[src/rtl/wg_pkg.sv]
// Shared types and default widths for the register-file port arbiter.
package wg_pkg;

  localparam int DEF_AW = 8;
  localparam int DEF_DW = 8;

  typedef enum logic [1:0] {
    IDLE    = 2'd0,
    ACCESS  = 2'd1,
    RD_WAIT = 2'd2,
    RD_DONE = 2'd3
  } arb_state_t;

endpackage

[src/rtl/reg_arb_rr_pick.sv]
// Combinational round-robin picker: first set request after 'last', wrapping.
module rr_pick #(
  parameter int  NREQ = 2,
  localparam int IW   = (NREQ > 1) ? $clog2(NREQ) : 1
) (
  input  logic [NREQ-1:0] req,
  input  logic [IW-1:0]   last,
  output logic            any,
  output logic [NREQ-1:0] onehot,
  output logic [IW-1:0]   idx
);

  logic [IW:0] cand;

  always_comb begin
    any    = 1'b0;
    onehot = '0;
    idx    = '0;
    cand   = '0;
    for (int i = 1; i <= NREQ; i++) begin
      cand = {1'b0, last} + (IW+1)'(i);
      if (cand >= (IW+1)'(NREQ)) cand = cand - (IW+1)'(NREQ);
      if (!any && req[cand[IW-1:0]]) begin
        any                 = 1'b1;
        onehot[cand[IW-1:0]] = 1'b1;
        idx                 = cand[IW-1:0];
      end
    end
  end

endmodule

[src/rtl/reg_arb.sv]
// Round-robin arbiter sharing one register-file port among NREQ requesters.
//   state   | meaning
//   IDLE    | waiting; samples winner and its we/addr/wdata
//   ACCESS  | gnt pulse, address/data driven, write strobe for writes
//   RD_WAIT | register file produces read data; captured at end of cycle
//   RD_DONE | rvalid pulse for the winner, rdata valid
module reg_arb
  import wg_pkg::*;
#(
  parameter int NREQ = 2,
  parameter int AW   = DEF_AW,
  parameter int DW   = DEF_DW
) (
  input  logic               clk,
  input  logic               rst_n,
  input  logic [NREQ-1:0]    req_i,
  input  logic [NREQ-1:0]    we_i,
  input  logic [NREQ*AW-1:0] addr_i,
  input  logic [NREQ*DW-1:0] wdata_i,
  output logic [NREQ-1:0]    gnt_o,
  output logic [NREQ-1:0]    rvalid_o,
  output logic [DW-1:0]      rdata_o,
  output logic [AW-1:0]      reg_addr_o,
  output logic [DW-1:0]      reg_data_o,
  output logic               reg_wr_en_o,
  input  logic [DW-1:0]      reg_data_i
);

  localparam int IW = (NREQ > 1) ? $clog2(NREQ) : 1;

  arb_state_t      state;
  logic [IW-1:0]   last_gnt;
  logic            we_q;
  logic            pick_any;
  logic [NREQ-1:0] pick_oh;
  logic [IW-1:0]   pick_idx;

  rr_pick #(.NREQ(NREQ)) u_pick (
    .req    (req_i),
    .last   (last_gnt),
    .any    (pick_any),
    .onehot (pick_oh),
    .idx    (pick_idx)
  );

  // last_gnt doubles as the winner index for the access in flight
  always_ff @(posedge clk or negedge rst_n) begin
    if (!rst_n) begin
      state       <= IDLE;
      gnt_o       <= '0;
      rvalid_o    <= '0;
      reg_wr_en_o <= 1'b0;
      reg_addr_o  <= '0;
      reg_data_o  <= '0;
      rdata_o     <= '0;
      last_gnt    <= IW'(NREQ-1);
      we_q        <= 1'b0;
    end else begin
      case (state)
        IDLE: begin
          if (pick_any) begin
            gnt_o       <= pick_oh;
            last_gnt    <= pick_idx;
            we_q        <= we_i[pick_idx];
            reg_wr_en_o <= we_i[pick_idx];
            reg_addr_o  <= addr_i[int'(pick_idx)*AW +: AW];
            reg_data_o  <= wdata_i[int'(pick_idx)*DW +: DW];
            state       <= ACCESS;
          end
        end
        ACCESS: begin
          gnt_o       <= '0;
          reg_wr_en_o <= 1'b0;
          state       <= we_q ? IDLE : RD_WAIT;
        end
        RD_WAIT: begin
          rdata_o  <= reg_data_i;
          rvalid_o <= NREQ'(1) << last_gnt;
          state    <= RD_DONE;
        end
        RD_DONE: begin
          rvalid_o <= '0;
          state    <= IDLE;
        end
        default: state <= IDLE;
      endcase
    end
  end

endmodule

[config.mk]
export PLATFORM = sky130hd
export DESIGN_NAME = reg_arb
export DESIGN_NICKNAME = d
export VERILOG_FILES = /design/src/rtl/wg_pkg.sv /design/src/rtl/reg_arb_rr_pick.sv /design/src/rtl/reg_arb.sv
export SDC_FILE = /design/constraint.sdc
export NUM_CORES = 1
export LEC_CHECK = 0
export CAP_MARGIN = 10
export CORE_AREA = 2 2 66 68
export DETAILED_ROUTE_END_ITERATION = 16
export DIE_AREA = 0 0 68 70
export PLACE_DENSITY = 0.77
export SLEW_MARGIN = 20
export SYNTH_ARGS = -nofsm -noshare
export SYNTH_HDL_FRONTEND = slang
export SYNTH_SLANG_ARGS = --single-unit
[constraint.sdc]
create_clock -name clk -period 2.4 [get_ports clk]
set_clock_uncertainty 0.15 [all_clocks]
set_input_delay 0.24 -clock clk [delete_from_list [all_inputs] [get_ports clk]]
set_output_delay 0.24 -clock clk [all_outputs]
set_load 0.01 [all_outputs]
Yosys cells after proc, flatten, opt, wreduce, memory -nomap -nowiden:

Index checks and enable logic that the tools add are counted.

* flip-flop bits (word level): 33
* output and inout port bits: 29

* bitwise logic cells: 1
* add/subtract/negate cells: 4
* reduce and logical (&&, ||, !) cells: 9
* equality and inequality tests: 4
* shift-type cells: 3
* multiplexer cells: 26
* order comparisons: 7

Operators by type and width (count)
* $shiftx 16x5->8: 2
* $mux 1: 15
* $mux 2: 5
* $pmux 2 s2: 2
* $pmux 2 s4: 1
* $lt 1x2->1 const B: 3
* $eq 2x2->1 const B: 2
* $ge 2x2->1 const B: 2
* $reduce_and 2->1: 2
* $reduce_bool 2->1: 2
* $logic_and 1x1->1: 3
* $add 1x1->2 const B: 1
* $add 1x2->2 const B: 1
* $demux 1 s1: 2
* $eq 2x1->1 const B: 1
* $ge 1x1->1 const B: 2
* $logic_not 2->1: 1
* $ne 2x2->1 const B: 1
* $or 2x2->2: 1
* $pmux 1 s2: 1
* $shl 1x1->2 const A: 1
* $sub 1x1->1 const B: 2
* $logic_not 1->1: 1

Longest topological paths before layout:

* word-level depth: 13
* gate-level depth with buffers: 5
* gate-level depth less buffers: 3

Hierarchy:

A second synthesis with hierarchy kept.

* cell total of the unflattened synthesis: 145
* area, all modules: 1547.7 um^2

By module, submodules not included
* reg_arb: sequential area each 827.0 um^2, area an instance 1515.2 um^2, cells an instance 140, instances 1
* rr_pick: sequential area each 0.0 um^2, area an instance 32.5 um^2, cells an instance 5, instances 1

Least setup slack after synthesis:

Ideal clock, no wire load.

* path kind: register to register
* start: reg last_gnt
* end: reg reg_addr_o[0]
* required time: 2.125 ns
* path slack: 0.664 ns
* arrival: 1.461 ns
* setup time: 0.125 ns
* path buffers: 2
* cell stages (with the launch flop): 6
* cells stage by stage: dfstp_2 -> a21bo_1 -> buf_6 -> buf_12 -> mux2_4 -> mux2_4

* word-level cells in the longest chain between the ends: 10
* elaborated cells on any way between the ends: 20

RTL lines
* from (decl): RTL line reg_arb.sv:32 `logic [IW-1:0] last_gnt;`
* from (signal assigned): RTL line reg_arb.sv:56 `last_gnt <= IW'(NREQ-1);`
* from (signal assigned): RTL line reg_arb.sv:63 `last_gnt <= pick_idx;`
* $add 1x1->2: RTL line reg_arb_rr_pick.sv:21 `cand = {1'b0, last} + (IW+1)'(i);`
* $ge 2x2->1 or $sub 1x1->1 (tied branches): RTL line reg_arb_rr_pick.sv:22 `if (cand >= (IW+1)'(NREQ)) cand = cand - (IW+1)'(NREQ);`
* $mux 1: RTL line reg_arb_rr_pick.sv:22
* $mux 1 (implied by the code) (2 in series): RTL line reg_arb_rr_pick.sv:23 `if (!any && req[cand[IW-1:0]]) begin`
* $mux 1: RTL line reg_arb_rr_pick.sv:23
* $logic_not 1->1: RTL line reg_arb_rr_pick.sv:23
* $logic_and 1x1->1: RTL line reg_arb_rr_pick.sv:23
* $mux 1: RTL line reg_arb_rr_pick.sv:23
* $shiftx 16x5->8 or $reduce_and 2->1 (tied branches)
* to (signal assigned): RTL line reg_arb.sv:66 `reg_addr_o <= addr_i[int'(pick_idx)*AW +: AW];`
* to (decl): RTL line reg_arb.sv:23 `output logic [AW-1:0] reg_addr_o,`

Several ways; a longest one is shown, not always the timed one. The select of a mux whose other input is x is not followed.
A chain may end at the register's enable or synchronous reset.

Worst setup path in the final report:

* start: reg last_gnt
* end: reg reg_data_o[3]

* word-level cells in the longest chain between the ends: 10
* elaborated cells on any way between the ends: 20

RTL lines
* $add 1x1->2: RTL line reg_arb_rr_pick.sv:21
* $ge 2x2->1 or $sub 1x1->1 (tied branches): RTL line reg_arb_rr_pick.sv:22
* $mux 1: RTL line reg_arb_rr_pick.sv:22
* $mux 1 (implied by the code) (2 in series): RTL line reg_arb_rr_pick.sv:23
* $mux 1: RTL line reg_arb_rr_pick.sv:23
* $logic_not 1->1: RTL line reg_arb_rr_pick.sv:23
* $logic_and 1x1->1: RTL line reg_arb_rr_pick.sv:23
* $mux 1: RTL line reg_arb_rr_pick.sv:23
* $shiftx 16x5->8 or $reduce_and 2->1 (tied branches)
* to (signal assigned): RTL line reg_arb.sv:67 `reg_data_o <= wdata_i[int'(pick_idx)*DW +: DW];`
* to (decl): RTL line reg_arb.sv:24 `output logic [DW-1:0] reg_data_o,`

Several ways; a longest one is shown, not always the timed one. The select of a mux whose other input is x is not followed.

==> summary.md <==
| Metric | Value |
|---|---|
| Final setup fails | 0 |
| Post-synthesis sequential area ratio | 52.8% |
| Diode count | 0 |
| First-iteration detailed-routing DRC count | 16 |
| Clock sinks | 33 |
| CTS tree | built |
| Die Area | 0.00476 sq mm |
| Number of vias per cell | 4.77 |
| Placed cell area | 0.00236 sq mm |
| WL/cell | 14.6 microns |
| CP max FO | 10 |
| Synth warnings | 0 |
| Residual DRC | 0 |
| Final-layout fill cell count | 325 |
| Synth-to-layout area growth | 58.3% |
| Clk pin slew, worst setup/hold paths | 0.07 ns |
| Horiz. Die Dim | 68 microns |
| R2R depth | 4 |
| Area fraction of the dominant cell type after synthesis | 51.2% |
| Max-cap violation count | 0 |
| Min Tclk post-route | 1.77 ns |
| Initial antenna violation count | 0 |
| R2r startpoint | last_gnt |
| Post-CTS Setup Inserts | 0 |
| Final ANT Viol Nets | 0 |
| Post-DP HPWL | 2710 microns |
| Design area | 0.00248 sq mm |
| Fin. Hold Viols | 0 |
| Vias in the first global route | 1237 |
| Largest net degree at the start of global routing | 34 |
| Mapped Area | 0.00157 sq mm |
| #FFs+latches synth | 33 |
| Commonest non-fill, non-tap cells in the layout | clkdlybuf4s50_1 (74), dfrtp_1 (32), mux2_2 (24) |
| Cell Pwr Density | 1180 mW/mm^2 |
| First-pass GRT wire length | 5690 microns |
| Top FF cell, synth | dfrtp_1 |
| Syn Area/Cell | 14.9 sq um |
| Die height | 70 microns |
| LEAKAGE | 0.00107 uW |
| Rows | 24 |
| H-tree depth | 2 |
| Post-layout net count | 232 |
| Reg2Reg Setup Slack | 0.63 ns |
| Max-slew violation count | 0 |
| CP Capture Type | flop |
| Synth Net Count | 151 |
| Commonest non-fill, non-tap cell in the layout | clkdlybuf4s50_1 |
| CP Data Required Time | 2.41 ns |
| Cell taking the most area after synthesis | dfrtp_1 |
| Synth top area cells | dfrtp_1 (51%), mux2_2 (17%), mux2_4 (15%), mux2i_1 (1.9%), dfstp_2 (1.7%) |
| Max Clock Freq | 0.565 GHz |
| Post-synthesis instance total | 105 |
| Gpl congestion | 0.732 |
| Crit path DAT | 1.78 ns |
| I/O Pins | 75 |
| CTS Buf Count | 5 |
| Hold_buf cts | 0 |
| R2R Path End | reg_data_o[3] |
| VDD IR max | 0.000560 V |
| Port Buffer Count | 74 |
| Crit. Startpoint | last_gnt |
| Ratio of cells with drive above 1 in the final layout | 28.9% |
| Core area | 0.00414 sq mm |
| Unrepaired setup endpoints after global routing | false |
| Rel. slew slack | 69.4% |
| Asr flop ratio synth | 100% |
| Status | finished, final reports clean |
| Initial Util | 37.8% |
| Routed Wire Length | 3490 microns |
| DRT Pass-1 Iters | 4 |
| Aggregate negative setup slack | 0 ns |
| WS Path Type | reg2reg |
| Via count | 1140 |
| Final cycle utilization of the critical path | 73.8% |
| Number of enable flip-flop cells after synthesis | 0 |
| Clk root buf | clkbuf_8 |
| CP Launch Type | flop |
| Hold WC Path Type | in2async |
| Post-synth cell types | 25 |
| Worst-Skew Late Latency | 0.28 ns |
| Post_cts resized | 0 |
| Max clock buf depth | 2 |
| Worst slew pin tran | 0.459 ns |
| GRT overflow | 0 |
| GRT Total Usage | 16.0% |
[logic make-up (layout without fill, tap and decap cells)]
family	after synthesis	count (layout)	synth area share, %
DFF	33	33	52.8
muxes	43	43	34.5
and+or+nand+nor	10	10	3.92
AOI/OAI and AO/OA	11	11	4.96
buffers and inverters	8	90	3.76
[where the power goes]
| group | total (uW) | switching [uW] | internal (uW) |
|---|---|---|---|
| clock network | 530 | 192 | 338 |
| registers | 1020 | 178 | 843 |
| logic | 1370 | 477 | 892 |
[state kept, by name, summed over array words and instances (netlist names), named ones only]
register and count:
gnt_o 2, last_gnt 1, rdata_o 8, reg_addr_o 8, reg_data_o 8, reg_wr_en_o 1, rvalid_o 2, state 1
we_q 1
[cells in the mapped netlist (2+ instances only)]
library cell and n:
a21oi_1 2, dfrtp_1 32, inv_1 3, mux2_2 24
mux2_4 16, mux2i_1 3, nand2_1 2, nand2b_1 3
nor2_1 3, o21ai_0 2
[metrics by stage]
step | hold WS [ns] | utilization (%) | worst slack (ns) | std cells | total power (uW)
2_1_floorplan | -0.206 | - | 0.664 | 105 | 1730
3_3_place_gp | 0.301 | 57.0 | 0.380 | 231 | 2370
3_5_place_dp | 0.309 | 57.0 | 0.359 | 231 | 2420
4_1_cts | 0.222 | 59.8 | 0.619 | 239 | 2960
5_1_grt | 0.250 | 59.8 | 0.556 | 239 | 3110
6_report | 0.212 | 59.8 | 0.630 | 239 | 2920
[how the worst max path moves through the flow]
| stage | slack (ns) | endpoint |
|---|---|---|
| 6_report | 0.63 | reg_data_o[3] |
| 5_1_grt | 0.56 | reg_data_o[6] |
| 4_1_cts | 0.62 | reg_data_o[4] |
| 3_5_place_dp | 0.36 | reg_data_o[4] |
| 3_3_place_gp | 0.38 | reg_data_o[5] |
| 2_1_floorplan | 0.66 | reg_addr_o[0] |
[area by class of cell]
type	instances	area, sq um	area share [%]
multi-input cells	64	679	27.4
well taps	52	65.1	2.63
clock inverters	1	30.0	1.21
flip-flops and latches	33	827	33.4
inverters	3	11.3	0.455
repair buffers	79	778	31.4
clock buffers	7	86.3	3.48
[metal layers]
layer	share of wire [%]	track usage [%]
met2	52	27.1
met5	0	0
met1	39	18.2
met3	6.2	4.51
met4	2.2	7.33
[critical path, stage by stage, from the launching register on]
cell and delay [ns]:
dfstp_2 0.57, a21bo_1 0.13, buf_4 0.23, mux2_4 0.32, mux2_4 0.25
(Power assumes the default switching activity.)
==> RTL change 1: new RTL, same settings <==
`NREQ` is set to 2 in 2 places; all go to 4.
--- a/src/rtl/reg_arb_rr_pick.sv
+++ b/src/rtl/reg_arb_rr_pick.sv
@@ -1,6 +1,6 @@
 // Combinational round-robin picker: first set request after 'last', wrapping.
 module rr_pick #(
-  parameter int  NREQ = 2,
+  parameter int  NREQ = 4,
   localparam int IW   = (NREQ > 1) ? $clog2(NREQ) : 1
 ) (
   input  logic [NREQ-1:0] req,
--- a/src/rtl/reg_arb.sv
+++ b/src/rtl/reg_arb.sv
@@ -7,7 +7,7 @@
 module reg_arb
   import wg_pkg::*;
 #(
-  parameter int NREQ = 2,
+  parameter int NREQ = 4,
   parameter int AW   = DEF_AW,
   parameter int DW   = DEF_DW
 ) (
Interface: changed (6 resized); port bits go from 75 to 115. No check against the original RTL was run, so the function may have changed too.
==> RTL change 1 against the original RTL <==
The flow now stops in 4_1_cts; synthesized area is 55% higher.
==> RTL change 1: results (changes against the original RTL) <==
[yosys]
synth_flop_cell = dfrtp_1
yosys_warnings = 0  ; unchanged
synth-seq-cells = 38  ; +15%
ys_seq_area_share_pct = 39.30  ; -14 points
synth_cell_types = 40  ; +60%
synthTopCellsByArea = dfrtp_1 37%, nand2_1 6.8%, a311oi_1 5.8%
synth.top_cells.by_count = 44 x nand2_1, 36 x dfrtp_1, 27 x nor2_1
synth-async-reset-ratio_pct = 100.0  ; unchanged
syn_nets = 348  ; +130%
synth_edf_count = 0  ; unchanged

[clock_tree]
postCtsSetupRepairBufs = 2  ; +2
post_cts_resized = 51  ; +51
htreeDepth = 2  ; unchanged
clk_path_buf_depth = 2  ; unchanged
ctsHoldBuffers = 1  ; +1
cts_made_buffers = 5  ; unchanged
root_buffer = clkbuf_8

[placed_design]
hpwl_um = 6597  ; +140%
port_buffers = 114  ; +54%
globalplace.congestion = 0.8793  ; +20%

[outcome]
outcome = stopped before the end
tool.error = [ERROR DPL-0038] Utilization greater than 100%, impossible to legalize
stop_stage = 4_1_cts

[RTL change 1: cell count changes after synthesis, moves of 5 or more]
cell / unedited run / this run
o21ai_0: 2 / 11
and3_1: 0 / 16
buf_6: 1 / 6
nor2_1: 3 / 27
a311oi_1: 0 / 16
ha_1: 0 / 8
mux2_2: 24 / 10
buf_2: 1 / 6
a211oi_1: 0 / 18
nand2_1: 2 / 44
a22oi_1: 0 / 5
mux2_4: 16 / 0
[RTL change 1: stage by stage]
stage               setup slack [ns]  util (%)  hold WS (ns)  std cells  cell area [sq um]
global placement             -0.1876     92.51        0.2426        440               3834
detailed placement           -0.3951     92.51        0.2469        440               3834
floorplan                    -0.6309         -       -0.2056        258               2482
[RTL change 1: cell families after synthesis]
family / share of synthesized area, %
fa+ha+maj: 4.126
compound gates: 20.63
flops: 39.30
buf+inv: 6.137
xor+xnor: 0.3611
mux: 9.489
simple gates: 19.96
==> RTL change 2: new RTL, same flow settings <==
Without the edit above. Re-encode `arb_state_t` (4 states) as one-hot, 4 bits wide.
--- a/src/rtl/wg_pkg.sv
+++ b/src/rtl/wg_pkg.sv
@@ -4,11 +4,11 @@
   localparam int DEF_AW = 8;
   localparam int DEF_DW = 8;
 
-  typedef enum logic [1:0] {
-    IDLE    = 2'd0,
-    ACCESS  = 2'd1,
-    RD_WAIT = 2'd2,
-    RD_DONE = 2'd3
+  typedef enum logic [3:0] {
+    IDLE    = 4'b0001,
+    ACCESS  = 4'b0010,
+    RD_WAIT = 4'b0100,
+    RD_DONE = 4'b1000
   } arb_state_t;
 
 endpackage
Formal check against the unedited RTL: same outputs for any inputs over 10 cycles, from zero or initial values and one cycle with rst_n low; not proved beyond that.
==> RTL change 2 against the original RTL <==
Global-route usage grew 1.9 points; sequential cell count grew 2; design area shrank 0.15%; clock power shrank 20%; count of clock-buffer cells in the layout shrank 1; via count grew 5.0%; routed wire length grew 9.8%; critical path type unchanged; highest routed layer unchanged; synthesized area grew 0.32%; non-clock buffer count is the same; die area is the same; largest cell class unchanged; setup slack lost 0.26 ns; power shrank 3.4%.
==> RTL change 2: results (changes against the original RTL) <==
[pwr]
ir_drop_mv = 0.4345  ; -22%
p_seq_share_pct = 37.4  ; +2.4 points
p_leak_uw = 0.001023  ; -4.0%
intPower_uw = 1957  ; -5.6%

[worst_setup_path]
cp.arrival_ns = 2.06  ; +0.28 ns
crit-reg2reg-launch = state[0]$_DFFE_PN1P_
crit_family = simple AND/OR/NAND/NOR gates

[yosys]
syn_nets = 155  ; +2.6%
synth.top_cells.by_count = 36 x mux2_2, 33 x dfrtp_1, 4 x mux2_1
synthTopCellsByArea = dfrtp_1 53%, mux2_2 26%, dfstp_2 3.3%
ys_seq_area_share_pct = 55.94  ; +3.1 points
synth_cell_types = 26  ; +4.0%
synth.most_common_cell = mux2_2

[detailed_routing]
wl_met2_um = 1967  ; +7.7%
wl_met3_um = 224  ; +3.2%
wl_per_cell_um = 15.70  ; +7.6%
via_per_inst = 4.906  ; +2.8%
wl_met1_um = 1505  ; +9.9%
drt_iter0_drc = 46  ; +30

[global_route]
grtUsageMet1_pct = 21.12  ; +2.9 points
grtUsageTotal_pct = 17.88  ; +1.9 points
met3_usage_pct = 4.026  ; -0.48 points
grt_pass1_vias = 1273  ; +2.9%
grt_first_pass_wirelength_um = 6182  ; +8.6%
gr-usage-met2_pct = 28.69  ; +1.6 points
grt_max_degree = 36  ; +5.9%

[clock_tree]
htreeDepth = 2  ; unchanged
clk_path_buf_depth = 2  ; unchanged
root_buffer = clkbuf_8

[outcome]
outcome = finished clean

[placed_design]
hpwl_um = 2943  ; +8.7%
port_buffers = 74  ; unchanged
dp_slack_ns = 0.2588  ; -0.1002 ns

[layout]
final_nets = 238  ; +2.6%
drive_above_1_share_pct = 29.17  ; +0.29 points

[timing]
worst_pin_slew_ns = 0.7577  ; +0.2985 ns

[RTL change 2: cell count changes after synthesis, moves of 2 or more]
cell / unedited run / this run
mux2_4: 16 / 0
mux2_1: 0 / 4
nor4b_1: 0 / 2
mux2_2: 24 / 36
nand2b_1: 3 / 0
a2bb2oi_1: 0 / 2
nor2_1: 3 / 1
[RTL change 2: through the flow]
step	util [%]	total power, uW	std cells	instance area, sq um
3_3_place_gp	57.58	2353	237	2386
5_1_grt	59.69	3004	244	2474
2_1_floorplan	-	1724	109	1570
4_1_cts	59.69	2863	244	2474
3_5_place_dp	57.58	2424	237	2386
6_report	59.69	2822	244	2474
[RTL change 2: layout make-up]
cell class / count / area [sq um]
well taps: 52 / 65.06
flip-flops and latches: 35 / 878.3
inverters: 3 / 11.26
repair buffers: 79 / 778.2
clock buffers: 6 / 82.58
clock inverters: 1 / 5.005
fillers: 338 / 1670
multi-input cells: 68 / 653.1
[RTL change 2: path summary, 6_finish.rpt]
path	endpoint	slack (ns)	cells past startpoint
min in group clk	reg_data_o[6]$_DFFE_PN0P_	0.35	1
max in group asynchronous	state[0]$_DFFE_PN1P_	1.53	2
setup / recovery	reg_addr_o[5]$_DFFE_PN0P_	0.37	4
hold / removal	rvalid_o[1]$_DFFE_PN0P_	0.22	2
setup reg to reg	reg_addr_o[5]$_DFFE_PN0P_	0.37	4
hold reg to reg	reg_data_o[6]$_DFFE_PN0P_	0.35	1
[RTL change 2: cells by family (layout without fill, tap and decap cells)]
logic type	after synthesis	after routing	share of synthesized area (%)
multiplexers	42	42	29.96
flip-flops	35	35	55.94
AO/OA/AOI/OAI	13	13	5.817
AND/OR/NAND/NOR	13	13	5.817
buffers and inverters	6	89	2.470
